### src/rtl/alu_arb_pkg.sv
// Shared types and constants for the ALU arbiter and the ALU it fronts.
// Opcode values here must match the ALU model's decode.
package alu_arb_pkg;

   typedef enum logic [1:0] {
      IDLE = 2'd0,
      EXEC = 2'd1,
      RESP = 2'd2
   } state_t;

   localparam int ALU_TW = 4;
   localparam int STAT_W = 16;

   localparam logic [ALU_TW-1:0] OP_ADD = 4'd0;
   localparam logic [ALU_TW-1:0] OP_SUB = 4'd1;
   localparam logic [ALU_TW-1:0] OP_AND = 4'd2;
   localparam logic [ALU_TW-1:0] OP_OR  = 4'd3;
   localparam logic [ALU_TW-1:0] OP_XOR = 4'd4;
   localparam logic [ALU_TW-1:0] OP_SLL = 4'd5;
   localparam logic [ALU_TW-1:0] OP_SRL = 4'd6;

   // Width of an index or counter that must hold values 0..n-1, never zero bits.
   function automatic int idx_w(input int n);
      return (n > 1) ? $clog2(n) : 1;
   endfunction

endpackage

### src/rtl/alu_arbiter_rr.sv
// Combinational round-robin picker: first request at or after ptr, wrapping.
// Produces a one-hot grant, its binary index and an any-request flag.
module rr_arbiter
   import alu_arb_pkg::*;
#(
   parameter int NREQ = 4,
   parameter int IW   = idx_w(NREQ)
) (
   input  logic [NREQ-1:0] req,
   input  logic [IW-1:0]   ptr,
   output logic [NREQ-1:0] grant,
   output logic [IW-1:0]   idx,
   output logic            any
);

   int j;

   // NOTE: every output gets a default before the search loop so no path leaves
   // a value unassigned; otherwise synthesis infers latches.
   always_comb begin
      grant = '0;
      idx   = '0;
      any   = 1'b0;
      j     = 0;
      for (int k = 0; k < NREQ; k++) begin
         j = int'(ptr) + k;
         if (j >= NREQ) j = j - NREQ;
         if (!any && req[j]) begin
            any      = 1'b1;
            grant[j] = 1'b1;
            idx      = IW'(j);
         end
      end
   end

endmodule

### src/rtl/alu_arbiter.sv
// Shares one fixed-latency ALU among NREQ requesters, one operation in flight.
// Optional per-requester grant counters when ALU_ARB_STATS_EN is defined.
module alu_arbiter
   import alu_arb_pkg::*;
#(
   parameter int NREQ    = 4,
   parameter int DW      = 32,
   parameter int TW      = ALU_TW,
   parameter int ALU_LAT = 1,
   parameter int IW      = idx_w(NREQ)
) (
   input  logic              clk,
   input  logic              rst_n,
   input  logic [NREQ-1:0]   req_valid,
   output logic [NREQ-1:0]   req_ready,
   input  logic [NREQ*DW-1:0] req_a,
   input  logic [NREQ*DW-1:0] req_b,
   input  logic [NREQ*TW-1:0] req_type,
   output logic              rsp_valid,
   input  logic              rsp_ready,
   output logic [IW-1:0]     rsp_id,
   output logic [DW-1:0]     rsp_data,
   output logic [DW-1:0]     alu_a,
   output logic [DW-1:0]     alu_b,
   output logic [TW-1:0]     alu_type,
   input  logic [DW-1:0]     alu_out
`ifdef ALU_ARB_STATS_EN
  ,output logic [NREQ*STAT_W-1:0] grant_cnt
`endif
);

   localparam int CW = idx_w(ALU_LAT);

   state_t          state;
   logic [IW-1:0]   ptr;
   logic [IW-1:0]   own_id;
   logic [CW-1:0]   cnt;
   logic [NREQ-1:0] win_grant;
   logic [IW-1:0]   win_idx;
   logic            any_req;

   logic [DW-1:0]   a_arr [NREQ];
   logic [DW-1:0]   b_arr [NREQ];
   logic [TW-1:0]   t_arr [NREQ];

   for (genvar i = 0; i < NREQ; i++) begin : g_unpack
      assign a_arr[i] = req_a[i*DW +: DW];
      assign b_arr[i] = req_b[i*DW +: DW];
      assign t_arr[i] = req_type[i*TW +: TW];
   end

   rr_arbiter #(
      .NREQ (NREQ),
      .IW   (IW)
   ) u_rr (
      .req   (req_valid),
      .ptr   (ptr),
      .grant (win_grant),
      .idx   (win_idx),
      .any   (any_req)
   );

   // Gated by rst_n so no handshake can complete while the FSM is held in reset.
   assign req_ready = (rst_n && state == IDLE) ? win_grant : '0;

   // NOTE: all state below uses non-blocking assignments so every register
   // samples pre-edge values; blocking here would create order-dependent races.
   always_ff @(posedge clk or negedge rst_n) begin
      if (!rst_n) begin
         state     <= IDLE;
         ptr       <= '0;
         own_id    <= '0;
         cnt       <= '0;
         alu_a     <= '0;
         alu_b     <= '0;
         alu_type  <= '0;
         rsp_valid <= 1'b0;
         rsp_id    <= '0;
         rsp_data  <= '0;
      end else begin
         case (state)
            IDLE: begin
               if (any_req) begin
                  alu_a    <= a_arr[win_idx];
                  alu_b    <= b_arr[win_idx];
                  alu_type <= t_arr[win_idx];
                  own_id   <= win_idx;
                  cnt      <= CW'(ALU_LAT - 1);
                  state    <= EXEC;
               end
            end
            EXEC: begin
               if (cnt == '0) begin
                  rsp_data  <= alu_out;
                  rsp_id    <= own_id;
                  rsp_valid <= 1'b1;
                  state     <= RESP;
               end else begin
                  cnt <= cnt - 1'b1;
               end
            end
            RESP: begin
               if (rsp_ready) begin
                  rsp_valid <= 1'b0;
                  ptr       <= (own_id == IW'(NREQ - 1)) ? '0 : own_id + 1'b1;
                  state     <= IDLE;
               end
            end
            default: state <= IDLE;
         endcase
      end
   end

`ifdef ALU_ARB_STATS_EN
   logic [STAT_W-1:0] stat_q [NREQ];

   // NOTE: counters are visible outputs with a defined reset value, so this
   // small array is reset explicitly, unlike a data RAM.
   always_ff @(posedge clk or negedge rst_n) begin
      if (!rst_n) begin
         for (int i = 0; i < NREQ; i++) stat_q[i] <= '0;
      end else if (state == IDLE && any_req) begin
         stat_q[win_idx] <= stat_q[win_idx] + 1'b1;
      end
   end

   for (genvar i = 0; i < NREQ; i++) begin : g_stat
      assign grant_cnt[i*STAT_W +: STAT_W] = stat_q[i];
   end
`endif

endmodule

### config.mk
export PLATFORM = sky130hd
export DESIGN_NAME = alu_arbiter
export DESIGN_NICKNAME = d
export VERILOG_FILES = /design/src/rtl/alu_arb_pkg.sv /design/src/rtl/alu_arbiter_rr.sv /design/src/rtl/alu_arbiter.sv
export SDC_FILE = /design/constraint.sdc
export NUM_CORES = 1
export LEC_CHECK = 0
export CAP_MARGIN = 20
export CORE_AREA = 2 2 163 165
export CTS_CLUSTER_SIZE = 25
export DETAILED_ROUTE_END_ITERATION = 10
export DIE_AREA = 0 0 165 167
export GPL_TIMING_DRIVEN = 1
export SLEW_MARGIN = 25
export SYNTH_ARGS = -nofsm -noshare
export SYNTH_HDL_FRONTEND = slang
export SYNTH_HIERARCHICAL = 1
export SYNTH_SLANG_ARGS = --single-unit
export TNS_END_PERCENT = 100
### constraint.sdc
create_clock -name clk -period 7.3 [get_ports clk]
set_input_delay 1.46 -clock clk [delete_from_list [all_inputs] [get_ports clk]]
set_output_delay 1.46 -clock clk [all_outputs]
set_load 0.01 [all_outputs]
After elaboration in Yosys (flattened, before gate mapping)
Index checks and enable logic that the tools add are counted.
W data, S select, Z words.
{"block": "totals", "ff_bits": 110, "inputBits": 311, "output_inout_bits": 107, "wordCells": 120}
{"block": "classes", "addsub": 9, "n_lt_le_gt_ge": 13, "eq_ne": 6, "mux": 57, "n_bitwise": 5, "reduce_logical": 20}
{"operator": "$mux W32", "count": 8}
{"operator": "$bmux W32 S2", "count": 2}
{"operator": "$ge A32 B1 Y1 const B", "count": 4}
{"operator": "$lt A32 B4 Y1 const B", "count": 4}
{"operator": "$ge A32 B4 Y1 const B", "count": 3}
{"operator": "$sub A32 B4 Y32 const B", "count": 3}
{"operator": "$mux W4", "count": 7}
{"operator": "$mux W1", "count": 20}
{"operator": "$mux W2", "count": 8}
{"operator": "$or A4 B4 Y4", "count": 3}
{"operator": "$bmux W1 S2", "count": 4}
{"operator": "$bmux W4 S2", "count": 1}
{"operator": "$demux W1 S2", "count": 4}
{"operator": "$logic_and A1 B1 Y1", "count": 8}
{"operator": "$reduce_and A2 Y1", "count": 4}
{"operator": "$add A2 B2 Y3 const B", "count": 2}
{"operator": "$ne A2 B2 Y1 const B", "count": 3}
{"operator": "$pmux W2 S3", "count": 1}
{"operator": "$reduce_and A3 Y1", "count": 2}
{"operator": "$eq A2 B2 Y1 const B", "count": 2}
{"operator": "$pmux W1 S2", "count": 2}
{"operator": "$reduce_bool A2 Y1", "count": 2}
{"operator": "$sub A2 B3 Y4 const B", "count": 1}
{"operator": "$add A2 B1 Y3 const B", "count": 1}
{"operator": "9 further kinds", "count": 11}

Logic depth before layout (Yosys ltp)
{"block": "depth", "depth_word": 19, "ltp_mapped": 13, "mapped_depth_nobuf": 8}

Modules after synthesis
The synthesis kept the hierarchy.
{"module": "alu_arbiter", "n_inst": 1, "cells_per_inst": 326, "area_each_um2": 5754.3, "seq_area_each_um2": 2727.6}
{"module": "rr_arbiter", "n_inst": 1, "cells_per_inst": 48, "area_each_um2": 460.4, "seq_area_each_um2": 0.0}

Worst setup path after synthesis
No wires, ideal clock.
{"block": "synth_timing", "path_kind": "input port to output port", "from": "input req_valid[2]", "to": "output req_ready[0]", "arrival_time_ns": 2.777, "required_ns": 5.840, "setup_slack_ns": 3.063, "stages": 5, "path_buffers": 0, "cell_sequence": "mux4_1 nor4b_4 a22oi_1 o21ai_0 and3_1"}
{"block": "synth_via", "elab_chain_cells": 14, "word_cells_on_any_way": 29, "classes_between": "mux (20); bitwise (3); reduce/logical (6)"}
{"item": "start, declared", "line": "alu_arbiter.sv:14", "rtl": "input logic [NREQ-1:0] req_valid,"}
{"item": "$bmux W1 S2", "line": "alu_arbiter_rr.sv:28", "rtl": "if (!any && req[j]) begin"}
{"item": "$mux W1 (not written as such) (2 in a row)", "line": "alu_arbiter_rr.sv:28"}
{"item": "$mux W1", "line": "alu_arbiter_rr.sv:28"}
{"item": "$logic_not A1 Y1", "line": "alu_arbiter_rr.sv:28"}
{"item": "$logic_and A1 B1 Y1", "line": "alu_arbiter_rr.sv:28"}
{"item": "$mux W1", "line": "alu_arbiter_rr.sv:28"}
{"item": "$logic_not A1 Y1", "line": "alu_arbiter_rr.sv:28"}
{"item": "$logic_and A1 B1 Y1", "line": "alu_arbiter_rr.sv:28"}
{"item": "$mux W1", "line": "alu_arbiter_rr.sv:28"}
{"item": "$logic_not A1 Y1", "line": "alu_arbiter_rr.sv:28"}
{"item": "$logic_and A1 B1 Y1", "line": "alu_arbiter_rr.sv:28"}
{"item": "$mux W4 (*)", "line": "alu_arbiter_rr.sv:28"}
{"item": "via win_grant[0]", "line": "alu_arbiter.sv:38", "rtl": "logic [NREQ-1:0] win_grant;"}
{"item": "$mux W4 (*)", "line": "alu_arbiter.sv:64", "rtl": "assign req_ready = (rst_n && state == IDLE) ? win_grant : '0;"}
{"item": "end, declared", "line": "alu_arbiter.sv:15", "rtl": "output logic [NREQ-1:0] req_ready,"}
Mark *: on every way through the listed nets, which the timed path passes. The rest lies on a longest branch. The select of a mux whose other input is x is not followed.

Worst setup path after layout
{"block": "layout_timing", "from": "input req_valid[2]", "to": "output req_ready[1]"}
The elaborated chain is that of the path after synthesis.

==> metrics.log <==
[metrics] Mapped Cells: 374
[metrics] peak supply drop: around 0.00064 V
[metrics] CTS tree: yes
[metrics] number of CTS-inserted buffers: 9
[metrics] Worst Setup Path Type: input pin to output pin
[metrics] proportion of netlist area held by the largest area contributor: between 40 and 50%
[metrics] average size of a mapped cell: roughly 17 um^2
[metrics] max-slew violations: 0
[metrics] total nets after synthesis: a little under 700
[metrics] share of the cycle needed by the critical path after routing: around three quarters
[metrics] master of the slowest instance on the critical path: sky130_fd_sc_hd__mux4_1
[metrics] Fin. Hold Viols: 0
[metrics] via count of the first global-routing pass: approximately 5500
[metrics] number of nets in the finished design: 1096
[metrics] die extent in x: 165 um
[metrics] Wirelength per Cell: 20.0 um
[metrics] grt total ovfl: 0
[metrics] switching part of the total power: around 35%
[metrics] class of the tightest hold or removal check: flop to flop
[metrics] async set-reset flop share out of synthesis: 100%
[metrics] outcome: finished, final reports clean
[metrics] routed via count divided by cell count: ~4.6
[metrics] Net Switching: around 1.8 mW
[metrics] first-pass GRT wire length: between 30 and 40 mm
[metrics] ANT nets after route: 0
[metrics] core area: 25800 um^2
[metrics] cell count of the worst reg-to-reg path: 9
[metrics] met2 demand-to-capacity share in global routing: 28.4%
[metrics] router iterations before antenna repair: 4
[metrics] slack of the worst reg-to-reg path: around 3400 ps
[metrics] share of total power in sequential cells: a little under a quarter
[metrics] Post-Syn Area: 6210 um^2
[metrics] Worst Path Max Fanout: 13
[metrics] final worst path period need: 5550 ps
[metrics] main area contributors after synthesis: sky130_fd_sc_hd__dfrtp_1 (44%), sky130_fd_sc_hd__mux4_2 (25%), sky130_fd_sc_hd__mux2_2 (18%)
[metrics] CTS H-Tree Depth: 3
[metrics] setup skew after layout: 18.8 ps
[metrics] largest net degree at the start of global routing: between 70 and 80
[metrics] crit path to: req_ready[1]
[metrics] Core Rows: 59
[metrics] HPWL after detailed placement: 17.5 mm
[metrics] total inserted antenna cells: 0
[metrics] Final Routed Wirelength: approximately 22 mm
[metrics] share of the yosys chip area belonging to registers: 43.9%
[metrics] worst stage delay on the critical path: roughly 770 ps
[metrics] most used cell along the critical path: sky130_fd_sc_hd__clkdlybuf4s50_1
[metrics] total setup violations reported at the end of the flow: 0
[metrics] cell with the most instances after synthesis: sky130_fd_sc_hd__dfrtp_1
[metrics] CTS clk-pin slew, worst paths: about 80 ps
[metrics] worst slew margin relative to its limit: approximately a third
[metrics] Netlist cell types: 33
[metrics] category of the worst setup path capture point: output pin
[metrics] dominant delay contributor by cell family on the critical path: buffers and inverters
[metrics] clock latency of the later-clocked register in the worst-skew pair: approximately 360 ps
[metrics] initial cell density of the core: 24.1%
[metrics] Post-CTS Setup Inserts: 0
[metrics] buffering stage count on the worst path with inverters included: 2
[metrics] number of antenna violations at the first check in global routing: 0
[metrics] number of primary I/O pins: between 400 and 500
[metrics] endpoint of the most critical register-to-register path: alu_b[31]$_DFFE_PN0P_
[metrics] number of buffers between clock root and the deepest sink: 2
[metrics] CP Data Required Time: 5840 ps
[metrics] Max Clock Freq: roughly 180 MHz
[metrics] cell taking the most area after synthesis: sky130_fd_sc_hd__dfrtp_1
[metrics] gr usage total: ~16%
[metrics] Slew @ Worst Pin: approximately 1000 ps
[metrics] most utilized layer in the global route result: met2
[metrics] Synth Register Bits: 109
[metrics] worst hold slack after final layout: 508 ps
[metrics] setup repair after global routing missed its margin: false
[metrics] total of warnings raised by yosys: 6
[metrics] Pleak: ~4.2 nW
[metrics] Arr. time, crit path: ~4100 ps
[metrics] CTS-repair resized insts: 0
[metrics] clock root buffer master: sky130_fd_sc_hd__clkbuf_16
[metrics] EDFF count, synth: 0
[metrics] most frequently used flop master after synthesis: sky130_fd_sc_hd__dfrtp_1
[metrics] hold-fix buffer count after cts: 0
[metrics] first-iteration detailed-routing DRC count: roughly 160
[metrics] total clock sinks: between 100 and 150
[metrics] Routability Congestion: 0.784
[metrics] Levels on crit path: 7
[metrics] Max-Cap Viols: 0
[metrics] cells traversed along the worst timing path: clkdlybuf4s50_1 -> mux4_1 -> nor4b_4 -> a22oi_1 -> o21ai_0 -> and3_1 -> clkdlybuf4s50_1
[metrics] share of layout cells above drive strength 1: 26.4%
[metrics] clock group share of total power: 10.2%
[metrics] port buffer count: 417
[metrics] Pwr per Cell Area: approximately 450 nW/um^2
[metrics] area of the die: 27600 um^2
[metrics] y dimension of the die: roughly 170 um
[metrics] critical path startpoint category: input pin
[metrics] GRT met1 Usage: 19.1%
[metrics] Remaining DRCs: 0
[metrics] Synth-to-Final Area Change: 77.7%
[metrics] global routing usage on met3: between 5 and 6%
[metrics] most numerous cell types in the synthesized netlist: sky130_fd_sc_hd__dfrtp_1 (109), sky130_fd_sc_hd__mux2_2 (99), sky130_fd_sc_hd__mux4_2 (69), sky130_fd_sc_hd__buf_2 (18)
[metrics] startpoint of the worst register-to-register path: ptr[0]$_DFFE_PN0P_
[metrics] proportion of power drawn by combinational gates: about two thirds
[metrics] Sum Neg Setup Slack: 0 ps
[metrics] cell internal power dissipation: approximately 3.2 mW
[metrics] Crit. Startpoint: req_valid[2]
[metrics] count of vias placed by the detailed router: 5079
[metrics by stage]
stage	cell area, um^2	util, %	power (mW)	instances	worst slack, ps
after floorplan	6210	-	3.30	374	3060
after global placement	10700	41.5	4.46	1098	1800
after detailed placement	10700	41.5	4.48	1098	1720
after CTS	11000	42.6	5.01	1114	1730
after global routing	11000	42.9	5.30	1116	1500
final	11000	42.9	4.95	1116	1750
[cell type report]
| class | count | area, um^2 |
|---|---|---|
| inverter | 5 | 18.8 |
| sequential | 109 | 2730 |
| timing repair buffer | 422 | 4260 |
| clock buffer | 9 | 225 |
| fill | 2416 | 14700 |
| multi-input combinational | 229 | 3310 |
| clock inverter | 7 | 78.8 |
| tap | 335 | 419 |
[registers in the layout, indices dropped and copies added, names as in the netlist]
signal,count
rsp_id,2
own_id,2
state,2
alu_type,4
alu_a,32
ptr,2
alu_b,32
rsp_data,32
rsp_valid,1
[layout by cell type (no fill, tap or decap), types with 2 or more instances in the layout]
cell                                n
sky130_fd_sc_hd__a22oi_1            8
sky130_fd_sc_hd__clkbuf_16          9
sky130_fd_sc_hd__ha_1               9
sky130_fd_sc_hd__buf_16             2
sky130_fd_sc_hd__buf_4              3
sky130_fd_sc_hd__dfrtp_1          109
sky130_fd_sc_hd__o21ai_0            5
sky130_fd_sc_hd__mux4_1             3
sky130_fd_sc_hd__and3_1             4
sky130_fd_sc_hd__mux2_2            99
sky130_fd_sc_hd__mux4_2            69
sky130_fd_sc_hd__nor2_1             4
sky130_fd_sc_hd__mux2_4             9
sky130_fd_sc_hd__inv_6              2
sky130_fd_sc_hd__inv_1              5
sky130_fd_sc_hd__clkinv_8           2
sky130_fd_sc_hd__clkinv_4           2
sky130_fd_sc_hd__clkdlybuf4s50_1  416
[logic make-up after synthesis]
group / after synthesis / share of synthesized area (%)
DFF: 109 / 43.9
muxes: 181 / 46.5
and+or+nand+nor: 19 / 2.07
adders and majority gates: 9 / 1.81
buffers and inverters: 36 / 3.42
AOI/OAI and AO/OA: 20 / 2.25
[metal layers]
metal | vias to the layer above | wire length (um)
met5 | - | 0
met4 | 0 | 295
met3 | 20 | 1870
met2 | 207 | 11600
met1 | 2552 | 8620
li1 | 2300 | -
[power groups by stage]
| stage | Combinational (mW) | Clock (mW) | Sequential (mW) |
|---|---|---|---|
| after detailed placement | 3.33 | 0 | 1.15 |
| after global placement | 3.32 | 0 | 1.14 |
| after CTS | 3.34 | 0.530 | 1.14 |
| after global routing | 3.56 | 0.558 | 1.19 |
| after floorplan | 2.05 | 0 | 1.25 |
| final | 3.30 | 0.506 | 1.14 |
[worst min path at each step]
stage / from / endpoint / cells past startpoint
after floorplan: own_id[1]$_DFFE_PN0P_ / own_id[1]$_DFFE_PN0P_ / 1
after global placement: rsp_data[8]$_DFFE_PN0P_ / rsp_data[8]$_DFFE_PN0P_ / 1
after detailed placement: alu_a[10]$_DFFE_PN0P_ / alu_a[10]$_DFFE_PN0P_ / 1
after CTS: rsp_data[27]$_DFFE_PN0P_ / rsp_data[27]$_DFFE_PN0P_ / 1
after global routing: rsp_data[1]$_DFFE_PN0P_ / rsp_data[1]$_DFFE_PN0P_ / 1
final: rsp_data[7]$_DFFE_PN0P_ / rsp_data[7]$_DFFE_PN0P_ / 1
[worst register-to-register path: cells and delay by family, from the launching register on]
kind | cells | cell delay [ps]
buf+inv | 2 | 650
mux | 3 | 1460
compound gates | 2 | 270
simple gates | 1 | 300
flops | 1 | 740
fa+ha+maj | 1 | 400
Power figures use the tool's default switching activity.
